File: src/rtl/ddr5_phy_pkg.sv
// DDR5 PHY write-data path: shared types and constants.
// FSM and burst encodings, burst lengths, CRC-8 polynomial, config decode.
package ddr5_phy_pkg;

   typedef enum logic [2:0] {
      ST_IDLE  = 3'd0,
      ST_PRE   = 3'd1,
      ST_BURST = 3'd2,
      ST_CRC   = 3'd3,
      ST_POST  = 3'd4
   } state_t;

   typedef enum logic [1:0] {
      BURST_BL16 = 2'b00,
      BURST_BC8  = 2'b01,
      BURST_BL32 = 2'b10
   } burst_t;

   localparam logic [4:0] BL16_CYCLES = 5'd8;
   localparam logic [4:0] BC8_CYCLES  = 5'd4;
   localparam logic [4:0] BL32_CYCLES = 5'd16;

   localparam logic [7:0] CRC8_POLY = 8'h07;
   localparam logic [7:0] CRC_FILL  = 8'hFF;

   // 2'b11 also selects BL32
   function automatic logic [4:0] burst_cycles(input logic [1:0] bl);
      logic [4:0] n;
      case (bl)
         BURST_BL16: n = BL16_CYCLES;
         BURST_BC8:  n = BC8_CYCLES;
         default:    n = BL32_CYCLES;
      endcase
      return n;
   endfunction

   // Index of the last preamble cycle (N-1); out-of-range N acts as 2
   function automatic logic [1:0] pre_end(input logic [2:0] n);
      logic [1:0] e;
      case (n)
         3'd3:    e = 2'd2;
         3'd4:    e = 2'd3;
         default: e = 2'd1;
      endcase
      return e;
   endfunction

   // High when the postamble is two cycles long
   function automatic logic post_end(input logic [1:0] n);
      return n == 2'b10;
   endfunction

endpackage

File: src/rtl/ddr5_phy_crc8.sv
// DDR5 write CRC-8 step (poly 0x07), one 16-bit word per call.
// Ports: word (data, bit 15 first), crc_cur (running CRC), crc_nxt (updated CRC).
module ddr5_phy_crc8
   import ddr5_phy_pkg::*;
(
   input  logic [15:0] word,
   input  logic [7:0]  crc_cur,
   output logic [7:0]  crc_nxt
);

   always_comb begin
      crc_nxt = crc_cur;
      for (int i = 15; i >= 0; i--) begin
         if (crc_nxt[7] ^ word[i]) begin
            crc_nxt = {crc_nxt[6:0], 1'b0} ^ CRC8_POLY;
         end else begin
            crc_nxt = {crc_nxt[6:0], 1'b0};
         end
      end
   end

endmodule

File: src/rtl/ddr5_phy_write_data.sv
// DDR5 PHY write-data serialiser: preamble, burst, optional CRC, postamble.
// Ports:
//   clk_i, rst_i (async, active-low), enable_i (low = hold all state)
//   dfi_wrdata_en_i / dfi_wrdata_i : DFI write word, [15:8] first beat
//   burst_length_i, pre_pattern_i, num_pre_cycle_i, num_post_cycle_i,
//   dram_crc_en_i : burst config, latched on the first word
//   dq_o / dq_oe_o, dqs_o / dqs_oe_o : DQ and strobe drive
//   busy_o : FSM not idle;  err_o : underrun or overlap pulse
module ddr5_phy_write_data
   import ddr5_phy_pkg::*;
#(
   parameter int pFIFO_DEPTH = 16
) (
   input  logic        clk_i,
   input  logic        rst_i,
   input  logic        enable_i,
   input  logic        dfi_wrdata_en_i,
   input  logic [15:0] dfi_wrdata_i,
   input  logic [1:0]  burst_length_i,
   input  logic [7:0]  pre_pattern_i,
   input  logic [2:0]  num_pre_cycle_i,
   input  logic [1:0]  num_post_cycle_i,
   input  logic        dram_crc_en_i,
   output logic [15:0] dq_o,
   output logic        dq_oe_o,
   output logic [1:0]  dqs_o,
   output logic        dqs_oe_o,
   output logic        busy_o,
   output logic        err_o
);

   localparam int IW = $clog2(pFIFO_DEPTH);
   localparam int PW = IW + 1;

   state_t state_q, state_d;

   logic [4:0]  blen_q;
   logic [7:0]  pat_q;
   logic [1:0]  pre_end_q;
   logic        post_end_q;
   logic        crc_en_q;

   logic [4:0]  beats_q;
   logic [4:0]  push_cnt_q;
   logic [1:0]  phase_q;
   logic [7:0]  crc_q;
   logic [7:0]  crc_nxt;
   logic        urun_q;

   logic [15:0]   mem [pFIFO_DEPTH];
   logic [PW-1:0] wr_ptr_q, rd_ptr_q;

   logic        empty;
   logic [15:0] tx_word;
   logic        accept_new;
   logic        push_more;
   logic        pop;
   logic        pre_last;
   logic        post_last;
   logic        burst_last;
   logic [1:0]  pre_idx;

   // The FIFO is flushed at the start of every burst and one burst never
   // pushes more than 16 words, so the pointers never need to wrap.
   assign empty   = wr_ptr_q == rd_ptr_q;
   assign tx_word = empty ? 16'h0000 : mem[rd_ptr_q[IW-1:0]];

   assign accept_new = enable_i && dfi_wrdata_en_i
                       && state_q == ST_IDLE;
   assign push_more  = enable_i && dfi_wrdata_en_i
                       && (state_q == ST_PRE || state_q == ST_BURST)
                       && push_cnt_q < blen_q;
   assign pop        = enable_i && state_q == ST_BURST && !empty;

   assign pre_last   = phase_q == pre_end_q;
   assign post_last  = phase_q[0] == post_end_q;
   assign burst_last = beats_q == 5'd1;

   // Preamble is sent MSB pair first: cycle k uses pair N-1-k
   assign pre_idx = pre_end_q - phase_q;

   ddr5_phy_crc8 u_crc (
      .word    (tx_word),
      .crc_cur (crc_q),
      .crc_nxt (crc_nxt)
   );

   always_ff @(posedge clk_i or negedge rst_i) begin
      if (!rst_i) begin
         state_q <= ST_IDLE;
      end else begin
         state_q <= state_d;
      end
   end

   always_comb begin
      state_d = state_q;
      if (enable_i) begin
         unique case (state_q)
            ST_IDLE: begin
               if (dfi_wrdata_en_i) state_d = ST_PRE;
            end
            ST_PRE: begin
               if (pre_last) state_d = ST_BURST;
            end
            ST_BURST: begin
               if (burst_last) begin
                  state_d = crc_en_q ? ST_CRC : ST_POST;
               end
            end
            ST_CRC: state_d = ST_POST;
            ST_POST: begin
               if (post_last) state_d = ST_IDLE;
            end
            default: state_d = ST_IDLE;
         endcase
      end
   end

   always_comb begin
      dq_o     = 16'h0000;
      dq_oe_o  = 1'b0;
      dqs_o    = 2'b00;
      dqs_oe_o = 1'b0;
      err_o    = 1'b0;
      busy_o   = state_q != ST_IDLE;
      unique case (state_q)
         ST_PRE: begin
            dqs_oe_o = 1'b1;
            dqs_o    = pat_q[{pre_idx, 1'b0} +: 2];
         end
         ST_BURST: begin
            dq_o     = tx_word;
            dq_oe_o  = 1'b1;
            dqs_o    = 2'b10;
            dqs_oe_o = 1'b1;
            // only the first empty beat of a burst is flagged
            err_o    = enable_i && empty && !urun_q;
         end
         ST_CRC: begin
            dq_o     = {crc_q, CRC_FILL};
            dq_oe_o  = 1'b1;
            dqs_o    = 2'b10;
            dqs_oe_o = 1'b1;
            err_o    = enable_i && dfi_wrdata_en_i;
         end
         ST_POST: begin
            dqs_oe_o = 1'b1;
            err_o    = enable_i && dfi_wrdata_en_i;
         end
         default: ;
      endcase
   end

   always_ff @(posedge clk_i or negedge rst_i) begin
      if (!rst_i) begin
         blen_q     <= '0;
         pat_q      <= '0;
         pre_end_q  <= '0;
         post_end_q <= 1'b0;
         crc_en_q   <= 1'b0;
      end else if (accept_new) begin
         blen_q     <= burst_cycles(burst_length_i);
         pat_q      <= pre_pattern_i;
         pre_end_q  <= pre_end(num_pre_cycle_i);
         post_end_q <= post_end(num_post_cycle_i);
         crc_en_q   <= dram_crc_en_i;
      end
   end

   always_ff @(posedge clk_i or negedge rst_i) begin
      if (!rst_i) begin
         beats_q    <= '0;
         push_cnt_q <= '0;
         phase_q    <= '0;
         crc_q      <= '0;
         urun_q     <= 1'b0;
      end else if (enable_i) begin
         unique case (state_q)
            ST_IDLE: begin
               if (dfi_wrdata_en_i) begin
                  beats_q    <= burst_cycles(burst_length_i);
                  push_cnt_q <= 5'd1;
                  phase_q    <= '0;
                  crc_q      <= '0;
                  urun_q     <= 1'b0;
               end
            end
            ST_PRE: begin
               phase_q <= pre_last ? 2'd0 : phase_q + 2'd1;
            end
            ST_BURST: begin
               beats_q <= beats_q - 5'd1;
               crc_q   <= crc_nxt;
               if (empty) urun_q <= 1'b1;
            end
            ST_POST: begin
               phase_q <= post_last ? 2'd0 : phase_q + 2'd1;
            end
            default: ;
         endcase
         if (push_more) push_cnt_q <= push_cnt_q + 5'd1;
      end
   end

   always_ff @(posedge clk_i or negedge rst_i) begin
      if (!rst_i) begin
         wr_ptr_q <= '0;
         rd_ptr_q <= '0;
      end else if (accept_new) begin
         wr_ptr_q <= PW'(1);
         rd_ptr_q <= '0;
      end else begin
         if (push_more) wr_ptr_q <= wr_ptr_q + PW'(1);
         if (pop)       rd_ptr_q <= rd_ptr_q + PW'(1);
      end
   end

   always_ff @(posedge clk_i) begin
      if (accept_new) begin
         mem[0] <= dfi_wrdata_i;
      end else if (push_more) begin
         mem[wr_ptr_q[IW-1:0]] <= dfi_wrdata_i;
      end
   end

endmodule
File: config.mk
export PLATFORM = sky130hd
export DESIGN_NAME = ddr5_phy_write_data
export DESIGN_NICKNAME = d
export VERILOG_FILES = /design/src/rtl/ddr5_phy_pkg.sv /design/src/rtl/ddr5_phy_crc8.sv /design/src/rtl/ddr5_phy_write_data.sv
export SDC_FILE = /design/constraint.sdc
export NUM_CORES = 1
export LEC_CHECK = 0
export ABC_AREA = 1
export CAP_MARGIN = 40
export CORE_MARGIN = 3
export CORE_UTILIZATION = 60
export CTS_CLUSTER_SIZE = 10
export DETAILED_ROUTE_END_ITERATION = 8
export GPL_TIMING_DRIVEN = 0
export PLACE_DENSITY_LB_ADDON = 0.12
export SLEW_MARGIN = 20
export SYNTH_ARGS = -nofsm -noshare
export SYNTH_HDL_FRONTEND = slang
export SYNTH_SLANG_ARGS = --single-unit
File: constraint.sdc
create_clock -name clk_i -period 3.7 [get_ports clk_i]
set_input_delay 0.555 -clock clk_i [delete_from_list [all_inputs] [get_ports clk_i]]
set_output_delay 0.555 -clock clk_i [all_outputs]
set_load 0.02 [all_outputs]
# ---- Word-level counts from Yosys, hierarchy flattened
# Memories as Yosys holds them, arrays and structs flattened.
# Index checks and enable logic that the tools add are counted.
dict set report classes {
  addsub 6
  magnitude_cmp 1
  n_eq_ne 17
  n_shift 1
  muxes 56
  bitwise_logic 32
  n_reduce_logical 29
}
# operator count
set op_table {}
lappend op_table {{two-way mux 3 bit} 21}
lappend op_table {{inverter 3 bit} 16}
lappend op_table {{two-way mux 5 bit} 8}
lappend op_table {{two-way mux 16 bit} 2}
lappend op_table {{case mux 16 bit (2 select lines)} 1}
lappend op_table {{case mux 5 bit (2 select lines)} 2}
lappend op_table {{case mux 8 bit (2 select lines)} 1}
lappend op_table {{OR reduction 16 bit} 1}
lappend op_table {{XOR 1 bit} 16}
lappend op_table {{adder 5 x 1 -> 5 bit, second input constant} 3}
lappend op_table {{case mux 3 bit (5 select lines)} 1}
lappend op_table {{two-way mux 1 bit} 10}
lappend op_table {{!= test 2 bit, second input constant} 5}
lappend op_table {{nonzero test 2 bit} 5}
lappend op_table {{== test 3 x 2 -> 1 bit, second input constant} 3}
lappend op_table {{AND reduction 3 bit} 3}
lappend op_table {{logical AND 1 bit} 8}
lappend op_table {{two-way mux 8 bit} 1}
lappend op_table {{case mux 2 bit (2 select lines)} 2}
lappend op_table {{indexed part select 8 x 4 -> 2 bit} 1}
lappend op_table {{== test 3 bit, second input constant} 2}
lappend op_table {{two-way mux 2 bit} 3}
lappend op_table {{case mux 2 bit (3 select lines)} 1}
lappend op_table {{nonzero test 3 bit} 2}
lappend op_table {{other kinds (21)} 24}
dict set report totals {
  ff_bits 51
  ramBits 256
  inputBits 36
  output_inout_bits 22
  wordCells 156
  n_memories 1
}
# memory words word_bits rd rd_ports_with_merged_regs wr line_no
set mem_list {}
lappend mem_list {mem 16 16 1 0 1 ddr5_phy_write_data.sv:50} ;# logic [15:0] mem [pFIFO_DEPTH];

# ---- Depth between registers and ports, before layout
# Gate-level depths: netlist of run 1.
dict set report logic_depth {
  word_depth 35
  mapped_depth 26
  ltp_nobuf 24
}

# ---- Cells and area by module
# Synthesis of run 1 repeated with hierarchy kept, for this count alone.
dict set report hier_totals {
  cells_unflattened 1572
  hier_area_um2 14610.3
}
# mod instances cells_each area_per_inst_um2 seq_area_each_um2
set by_module_without_submodules {}
lappend by_module_without_submodules {ddr5_phy_write_data 1 1409 13785.7 8913.5}
lappend by_module_without_submodules {ddr5_phy_crc8 1 163 824.5 0.0}

# ---- Worst setup path after synthesis of run 1
# OpenSTA, ideal clock, no wires.
dict set report synth_timing {
  kind {register -> register}
  start {register state_q[2]}
  end {memory mem[0][0] (enable)}
  setup_time_ns 0.409
  t_arrival_ns 2.634
  required_ns 3.291
  path_slack_ns 0.657
  stages_incl_launch_ff 9
  path_buffers 1
  synth_period_minus_slack_ns 3.043
  cell_sequence {dfrtp_1 > clkbuf_1 > nor3_2 > inv_2 > nand2_1 > nand3_1 > inv_1 > nor2_1 > nor3_1}
}
dict set report synth_via {
  elab_chain_len 9
  word_cells_on_any_way 15
  classes_between {eq/ne: 2; mux: 7; reduce/logical: 6}
}
# element line_no
set synth_rtl {}
lappend synth_rtl {{from (decl)} ddr5_phy_write_data.sv:35} ;# state_t state_q, state_d;
lappend synth_rtl {{from (signal assigned)} ddr5_phy_write_data.sv:92} ;# state_q <= state_d;
lappend synth_rtl {{== test 3 x 1 -> 1 bit or == test 3 x 2 -> 1 bit (tied branches)} ddr5_phy_write_data.sv:71} ;# && (state_q == ST_PRE || state_q == ST_BURST)
lappend synth_rtl {{logical OR 1 bit} ddr5_phy_write_data.sv:71}
lappend synth_rtl {{logical AND 1 bit} ddr5_phy_write_data.sv:71}
lappend synth_rtl {{logical AND 1 bit} ddr5_phy_write_data.sv:72} ;# && push_cnt_q < blen_q;
lappend synth_rtl {{two-way mux 1 bit} ddr5_phy_write_data.sv:222} ;# end else if (push_more) begin
lappend synth_rtl {{two-way mux 1 bit} ddr5_phy_write_data.sv:220} ;# if (accept_new) begin
lappend synth_rtl {{two-way mux 1 bit (not written as such)} ddr5_phy_write_data.sv:223} ;# mem[wr_ptr_q[IW-1:0]] <= dfi_wrdata_i;
lappend synth_rtl {{OR reduction 16 bit (no line)} --}
lappend synth_rtl {{two-way mux 4 bit (no line) or two-way mux 1 bit (tied branches)} --}
lappend synth_rtl {{to (decl)} ddr5_phy_write_data.sv:50}
# Parallel ways exist; a longest one is shown, timed or not.

# ---- Worst setup path after layout of run 1
dict set report layout_timing {
  start {register rd_ptr_q[0]}
  end {output port dq_o[0]}
}
dict set report layout_via {
  elab_chain_len 3
  word_cells_on_any_way 4
  classes_between {eq/ne: 1; mux: 2; memory: 1}
}
# element line_no
set layout_rtl {}
lappend layout_rtl {{from (decl)} ddr5_phy_write_data.sv:51} ;# logic [PW-1:0] wr_ptr_q, rd_ptr_q;
lappend layout_rtl {{from (signal assigned)} ddr5_phy_write_data.sv:215} ;# if (pop) rd_ptr_q <= rd_ptr_q + PW'(1);
lappend layout_rtl {{memory read (16 x 16 bit) or == test 5 bit (tied branches)} --}
lappend layout_rtl {{two-way mux 16 bit *} ddr5_phy_write_data.sv:66} ;# assign tx_word = empty ? 16'h0000 : mem[rd_ptr_q[IW-1:0]];
lappend layout_rtl {{case mux 16 bit (2 select lines) *} ddr5_phy_write_data.sv:127} ;# unique case (state_q)
lappend layout_rtl {{to (decl)} ddr5_phy_write_data.sv:24} ;# output logic [15:0] dq_o,
# Every way passes the cells marked *; elsewhere a longest branch is shown, timed or not.

==> out/qor.yml, run 1 <==
wl_met3_um: 3190
fp-row-count: 55
setup_viol: 0
routed_wl_um: 35200
wl_per_cell_um: 19.9
highest_layer: "met4"
tritoncts: "done"
final_cells: 1771
syn_to_final_growth_pct: 15.8
synthFlopType: "edfxtp_1"
place_congestion: 0.910
track_usage_pct: 28.2
wl_met2_um: 16700
synthArstFlopShare_pct: 16.1
slowest_delay_ns: 0.41
nFillCells: 1642
avgSynthCellArea_um2: 10.2
worst-path-max-fanout: 10
drc: 0
numPortBuffers: 57
reg2reg_slack_ns: 0.45
ir_drop_mv: 0.835
worst-setup-path-type: "flip-flop to output port"
syn-num-nets: 1412
grt_pass1_vias: 9558
ys_top_cells_by_area: "edfxtp_1 55%, dfrtp_1 8.8%, nand2_1 8.3%"
cts_sinks: 305
ant_nets: 0
synthSimpleGateAreaFrac_pct: 18.6
critPathLaunchType: "flip-flop"
yosys_warnings: 0
synth_top_cell_by_area: "edfxtp_1"
muxShareOfSynthArea_pct: 0
antenna_found_initial: 0
p_leak_nw: 6.48
hold_viol_final: 0
clockBufferDepth: 3
max_cap_violations: 0
min_period_over_period_pct: 97.2
die_w_um: 158
synthesis.area_um2: 13900
synth-seq-area-share_pct: 64.1
die-area_um2: 25000
start_util_pct: 61.2
dp_slack_ns: -0.0516
final_core_utilization_pct: 70.9
gr-total-overflow: 0
synthAdderAreaFrac_pct: 0.810
grt_first_pass_wirelength_um: 53000
crit_path_end_kind: "output port"
relSlewSlack_pct: 45.2
synth_top_family_by_area: "simple AND/OR/NAND/NOR gates"
synthXorXnorAreaFrac_pct: 1.04
clkTransAtPathRegs_ns: 0.06
setup_ws_ns: 0.104
fmax_ghz: 0.278
synth_top_cell_area_share_pct: 55.3
skew_ns: 0.0210
die_h_um: 158
coreArea_um2: 22700
io_pins: 58
power_density_nw_per_um2: 915
vias_per_cell: 5.81
tns_ns: 0
finalMaxSlewViolations: 0
slowest_stage: "dfrtp_1"
synth_cells: 1367
met1_length_um: 14400
drive_above_1_share_pct: 10.4
cp_cell_sequence: "buf_6 > inv_6 > buf_6 > buf_6 > buf_2 > o21ai_0 > o221ai_1 > nand3_1 > nand3_1 > nand2_1 > o21ai_0 > clkdlybuf4s15_1"
clock_latency_ns: 0.52
clockRootBuffer: "clkbuf_16"
n_antenna_cell: 0
drtIter0Drc: 1349
synth-edff-count: 256
h-tree-depth: 2
grt_start_max_net_pins: 50
worstMarginPinSlew_ns: 0.818
cp.required_ns: 3.14
grt_setup_unrepaired: "false"
status: "complete, no violations"
place_inst: 1717
synth_compound_area_share_pct: 8.80
ys_seq_elements: 305
synth_cell_types: 41
dr.pass1.iters: 5
dp_hpwl_um: 22400
cp.arrival_ns: 3.04
cts_buffers: 37
num-nets-final: 1517
min_path_type: "primary input to async pin"
crit_top_cell: "buf_6"
period_needed_ns: 3.60
vias: 10283
cells in the final DEF, fill, tap and decap left out, drive strengths merged, types with 12 or more instances in the layout:
cell type / synthesis / routed
o211ai: 12 / 12
inv: 134 / 134
nor3: 12 / 12
a21oi: 15 / 15
o22ai: 31 / 31
buf: 41 / 52
nand2: 327 / 327
dfrtp: 49 / 49
clkbuf: 19 / 69
nor2: 176 / 176
clkdlybuf4s50: 0 / 49
edfxtp: 256 / 256
nand3: 108 / 108
o21ai: 138 / 138
cells by family after synthesis:
| kind of cell | after synthesis |
|---|---|
| xor+xnor | 14 |
| buf+inv | 194 |
| compound gates | 217 |
| flops | 305 |
| fa+ha+maj | 9 |
| simple gates | 628 |
where the power goes:
group / switching (W) / internal (W) / total (W)
Clock: 0.00128 / 0.00188 / 0.00316
Sequential: 0.000178 / 0.00402 / 0.00419
Combinational: 0.00486 / 0.00253 / 0.00739
per-layer routing:
metal | vias up | global-route usage (%)
li1 | 4844 | -
met1 | 4864 | 39.4
met2 | 489 | 45.4
met3 | 86 | 4.54
met4 | 0 | 10.4
met5 | - | 0
synthesized netlist by cell type, drive strengths merged, types with 2 or more instances:
cell    number
nand2      327
o21ai      138
a31oi        4
clkbuf      19
xor2         9
nand3b       2
buf         41
nand4        2
nor3        12
dfrtp       49
nor2       176
a21oi       15
nand3      108
o211ai      12
inv        134
a22o         2
o221ai       9
ha           9
xnor2        5
edfxtp     256
o22ai       31
state kept, by name, indices dropped and copies added (netlist names), 2 cells and up:
name and count:
beats_q 5, blen_q 3, crc_q 8, mem 256, pat_q 8, phase_q 2
pre_end_q 2, push_cnt_q 5, rd_ptr_q 5, state_q 3, wr_ptr_q 5
what timing repair did:
| action | in CTS | in global routing |
|---|---|---|
| buffers inserted | 0 | 1 |
| hold buffers | 0 | 0 |
| pin swaps | 0 | 1 |
| resized for setup | 24 | 9 |
| setup endpoints to repair | 11 | 6 |
critical path, delay by kind of cell (launching register included):
kind / cells / cell delay (ns)
simple gates: 3 / 0.43
flops: 1 / 0.41
buf+inv: 6 / 1.17
compound gates: 3 / 0.49
stage by stage:
step	hold WS, ns	power [W]	area [um^2]
after floorplan	0.259	0.00955	13900
after global placement	0.455	0.0113	14800
after detailed placement	0.464	0.0115	15000
after CTS	0.0863	0.0147	16100
after global routing	0.107	0.0158	16100
final	0.0551	0.0147	16100
worst paths after layout:
| path | startpoint | to | cells after the start |
|---|---|---|---|
| worst max-delay path | rd_ptr_q[0]$_DFFE_PN0P_ | dq_o[0] | 12 |
| worst min-delay path | rst_i | crc_q[7]$_DFFE_PN0P_ | 1 |
| worst max register to register | state_q[2]$_DFFE_PN0P_ | mem[11][2]$_DFFE_PP_ | 8 |
| worst min register to register | pat_q[7]$_DFFE_PN0P_ | pat_q[7]$_DFFE_PN0P_ | 2 |
| max in group asynchronous | rst_i | crc_q[5]$_DFFE_PN0P_ | 1 |
| min in group clk_i | pat_q[7]$_DFFE_PN0P_ | pat_q[7]$_DFFE_PN0P_ | 2 |
area by class of cell:
type / count / area, um^2 / share of cell area (%)
clock inverter: 4 / 33.8 / 0.210
inverter: 134 / 508 / 3.15
buffer: 60 / 428 / 2.66
timing repair buffer: 66 / 654 / 4.06
sequential: 305 / 8910 / 55.3
multi-input combinational: 868 / 4210 / 26.1
clock buffer: 49 / 1000 / 6.22
tap: 285 / 357 / 2.21
Note: power is estimated with default switching activity, not from simulation.
==> inputs of run 2 (changes only) <==
--- a/config.mk
+++ b/config.mk
@@ -13,6 +13,7 @@
 export DETAILED_ROUTE_END_ITERATION = 8
 export GPL_TIMING_DRIVEN = 0
 export PLACE_DENSITY_LB_ADDON = 0.12
+export SKIP_LAST_GASP = 1
 export SLEW_MARGIN = 20
 export SYNTH_ARGS = -nofsm -noshare
 export SYNTH_HDL_FRONTEND = slang
==> out/qor.yml, run 2 (same netlist as run 1, synthesis figures left out) <==
numPortBuffers: 57  # unchanged
skew_ns: 0.0182  # -0.00278 ns
top_regs: "mem: 256 flops, crc_q: 8 flops, pat_q: 8 flops"
h-tree-depth: 2  # unchanged
ir_drop_mv: 0.829  # -0.67%
worst-setup-path-type: "flip-flop to output port"
routed_wl_um: 35200  # -0.14%
wl_per_cell_um: 19.9  # -0.14%
vias_per_cell: 5.81  # about the same
violations: "negative setup slack"
clock_latency_ns: 0.52  # about the same
critPathLaunchType: "flip-flop"
top_register: "mem"
dp_hpwl_um: 22400  # unchanged
cp.required_ns: 3.14  # about the same
min_path_type: "primary input to async pin"
drc: 0  # unchanged
worst-path-max-fanout: 10  # unchanged
drtIter0Drc: 1303  # -3.4%
status: "finished with violations"
cts_sinks: 305  # unchanged
die_w_um: 158  # unchanged
layout_common_cells: "309 x nand2_1, 256 x edfxtp_1, 161 x nor2_1"
crit_path_end_kind: "output port"
grt_start_max_net_pins: 50  # unchanged
place_congestion: 0.910  # unchanged
largest_register_ffs: 256  # unchanged
grt_setup_unrepaired: "true"
n_antenna_cell: 0  # unchanged
antenna_found_initial: 0  # unchanged
coreArea_um2: 22700  # unchanged
max_cap_violations: 0  # unchanged
grt_pass1_vias: 9531  # -0.28%
relSlewSlack_pct: 44.9  # -0.28 points
clkTransAtPathRegs_ns: 0.06  # about the same
grt_first_pass_wirelength_um: 53000  # about the same
power.total_w: 0.0147  # -0.12%
final_common_cell: "nand2_1"
cts_buffers: 37  # unchanged
tns_ns: -0.00701  # -0.00701 ns
setup_viol: 1  # +1
min_period_over_period_pct: 100  # +3.0 points
worstMarginPinSlew_ns: 0.822  # +0.00419 ns
vias: 10292  # +0.088%
setup_ws_ns: -0.00701  # -0.111 ns
hold_viol_final: 0  # unchanged
syn_to_final_growth_pct: 15.9  # about the same
drive_above_1_share_pct: 10.4  # unchanged
ant_nets: 0  # unchanged
fmax_ghz: 0.270  # -3.0%
cp.arrival_ns: 3.15  # +0.11 ns
finalMaxSlewViolations: 0  # unchanged
num-nets-final: 1517  # unchanged
dp_slack_ns: -0.0516  # unchanged
ctsHoldBuffers: 0  # unchanged
track_usage_pct: 28.2  # about the same
period_needed_ns: 3.71  # +0.111 ns
die-area_um2: 25000  # unchanged
dr.pass1.iters: 8  # +3
tritoncts: "done"
power_density_nw_per_um2: 914  # -0.13%
clockRootBuffer: "clkbuf_16"
gr-total-overflow: 0  # unchanged
fp-row-count: 55  # unchanged
clockBufferDepth: 3  # unchanged
die_h_um: 158  # unchanged
io_pins: 58  # unchanged
p_leak_nw: 6.48  # about the same
start_util_pct: 61.2  # unchanged
-- run 2: critical path: stages, from the launching register on --
cell and delay [ns]:
dfrtp_1 0.40, inv_1 0.14, clkbuf_2 0.36, clkbuf_2 0.41, nand3_1 0.16, nand2_1 0.20, nand2_1 0.16, o21ai_0 0.17
clkdlybuf4s50_1 0.62
-- run 2: worst paths after layout --
| kind | slack [ns] | endpoint | depth (start not counted) | from |
|---|---|---|---|---|
| hold / removal | 0.06 | crc_q[7]$_DFFE_PN0P_ | 1 | rst_i |
| setup / recovery | -0.007 | dq_o[6] | 8 | rd_ptr_q[3]$_DFFE_PN0P_ |
| min in group clk_i | 0.48 | pat_q[7]$_DFFE_PN0P_ | 2 | pat_q[7]$_DFFE_PN0P_ |
| max in group asynchronous | 3.18 | crc_q[5]$_DFFE_PN0P_ | 1 | rst_i |
| setup reg to reg | 0.45 | mem[11][2]$_DFFE_PP_ | 8 | state_q[2]$_DFFE_PN0P_ |
| hold reg to reg | 0.48 | pat_q[7]$_DFFE_PN0P_ | 2 | pat_q[7]$_DFFE_PN0P_ |
-- run 2: stage by stage --
step                      utilization (%)  hold WS [ns]  instances  area, um^2
after floorplan                         -         0.259       1367       13900
after global placement               65.3         0.455       1709       14800
after detailed placement             66.1         0.464       1717       15000
after CTS                            70.9        0.0863       1770       16100
after global routing                 70.9         0.107       1771       16100
final                                70.9        0.0573       1771       16100
-- run 2: what timing repair did --
item	4_1_cts	5_1_grt
pin swaps	0	1
buffers inserted	0	1
gates resized for setup	22	10
cloned	0	0
endpoints found under the setup margin	11	9
-- run 2: area by class of cell --
class	count	area [um^2]
tap	285	357
fill	1641	6600
sequential	305	8910
clock buffer	49	1000
timing repair buffer	66	656
buffer	60	428
clock inverter	4	33.8
inverter	134	508
multi-input combinational	868	4210
-- run 2: report_power, final --
| part | switching, W | internal, W |
|---|---|---|
| combinational | 0.00484 | 0.00253 |
| clock | 0.00128 | 0.00187 |
| sequential | 0.000179 | 0.00402 |
| total | 0.00630 | 0.00842 |
-- run 2: layer usage --
layer  routed length (um)  global-route usage, %  part of all wire [%]
met3                 3260                   4.43                   9.3
met2                16800                   45.5                    48
met5                    0                      0                     0
met4                  920                   10.1                   2.6
met1                14200                   39.6                    40
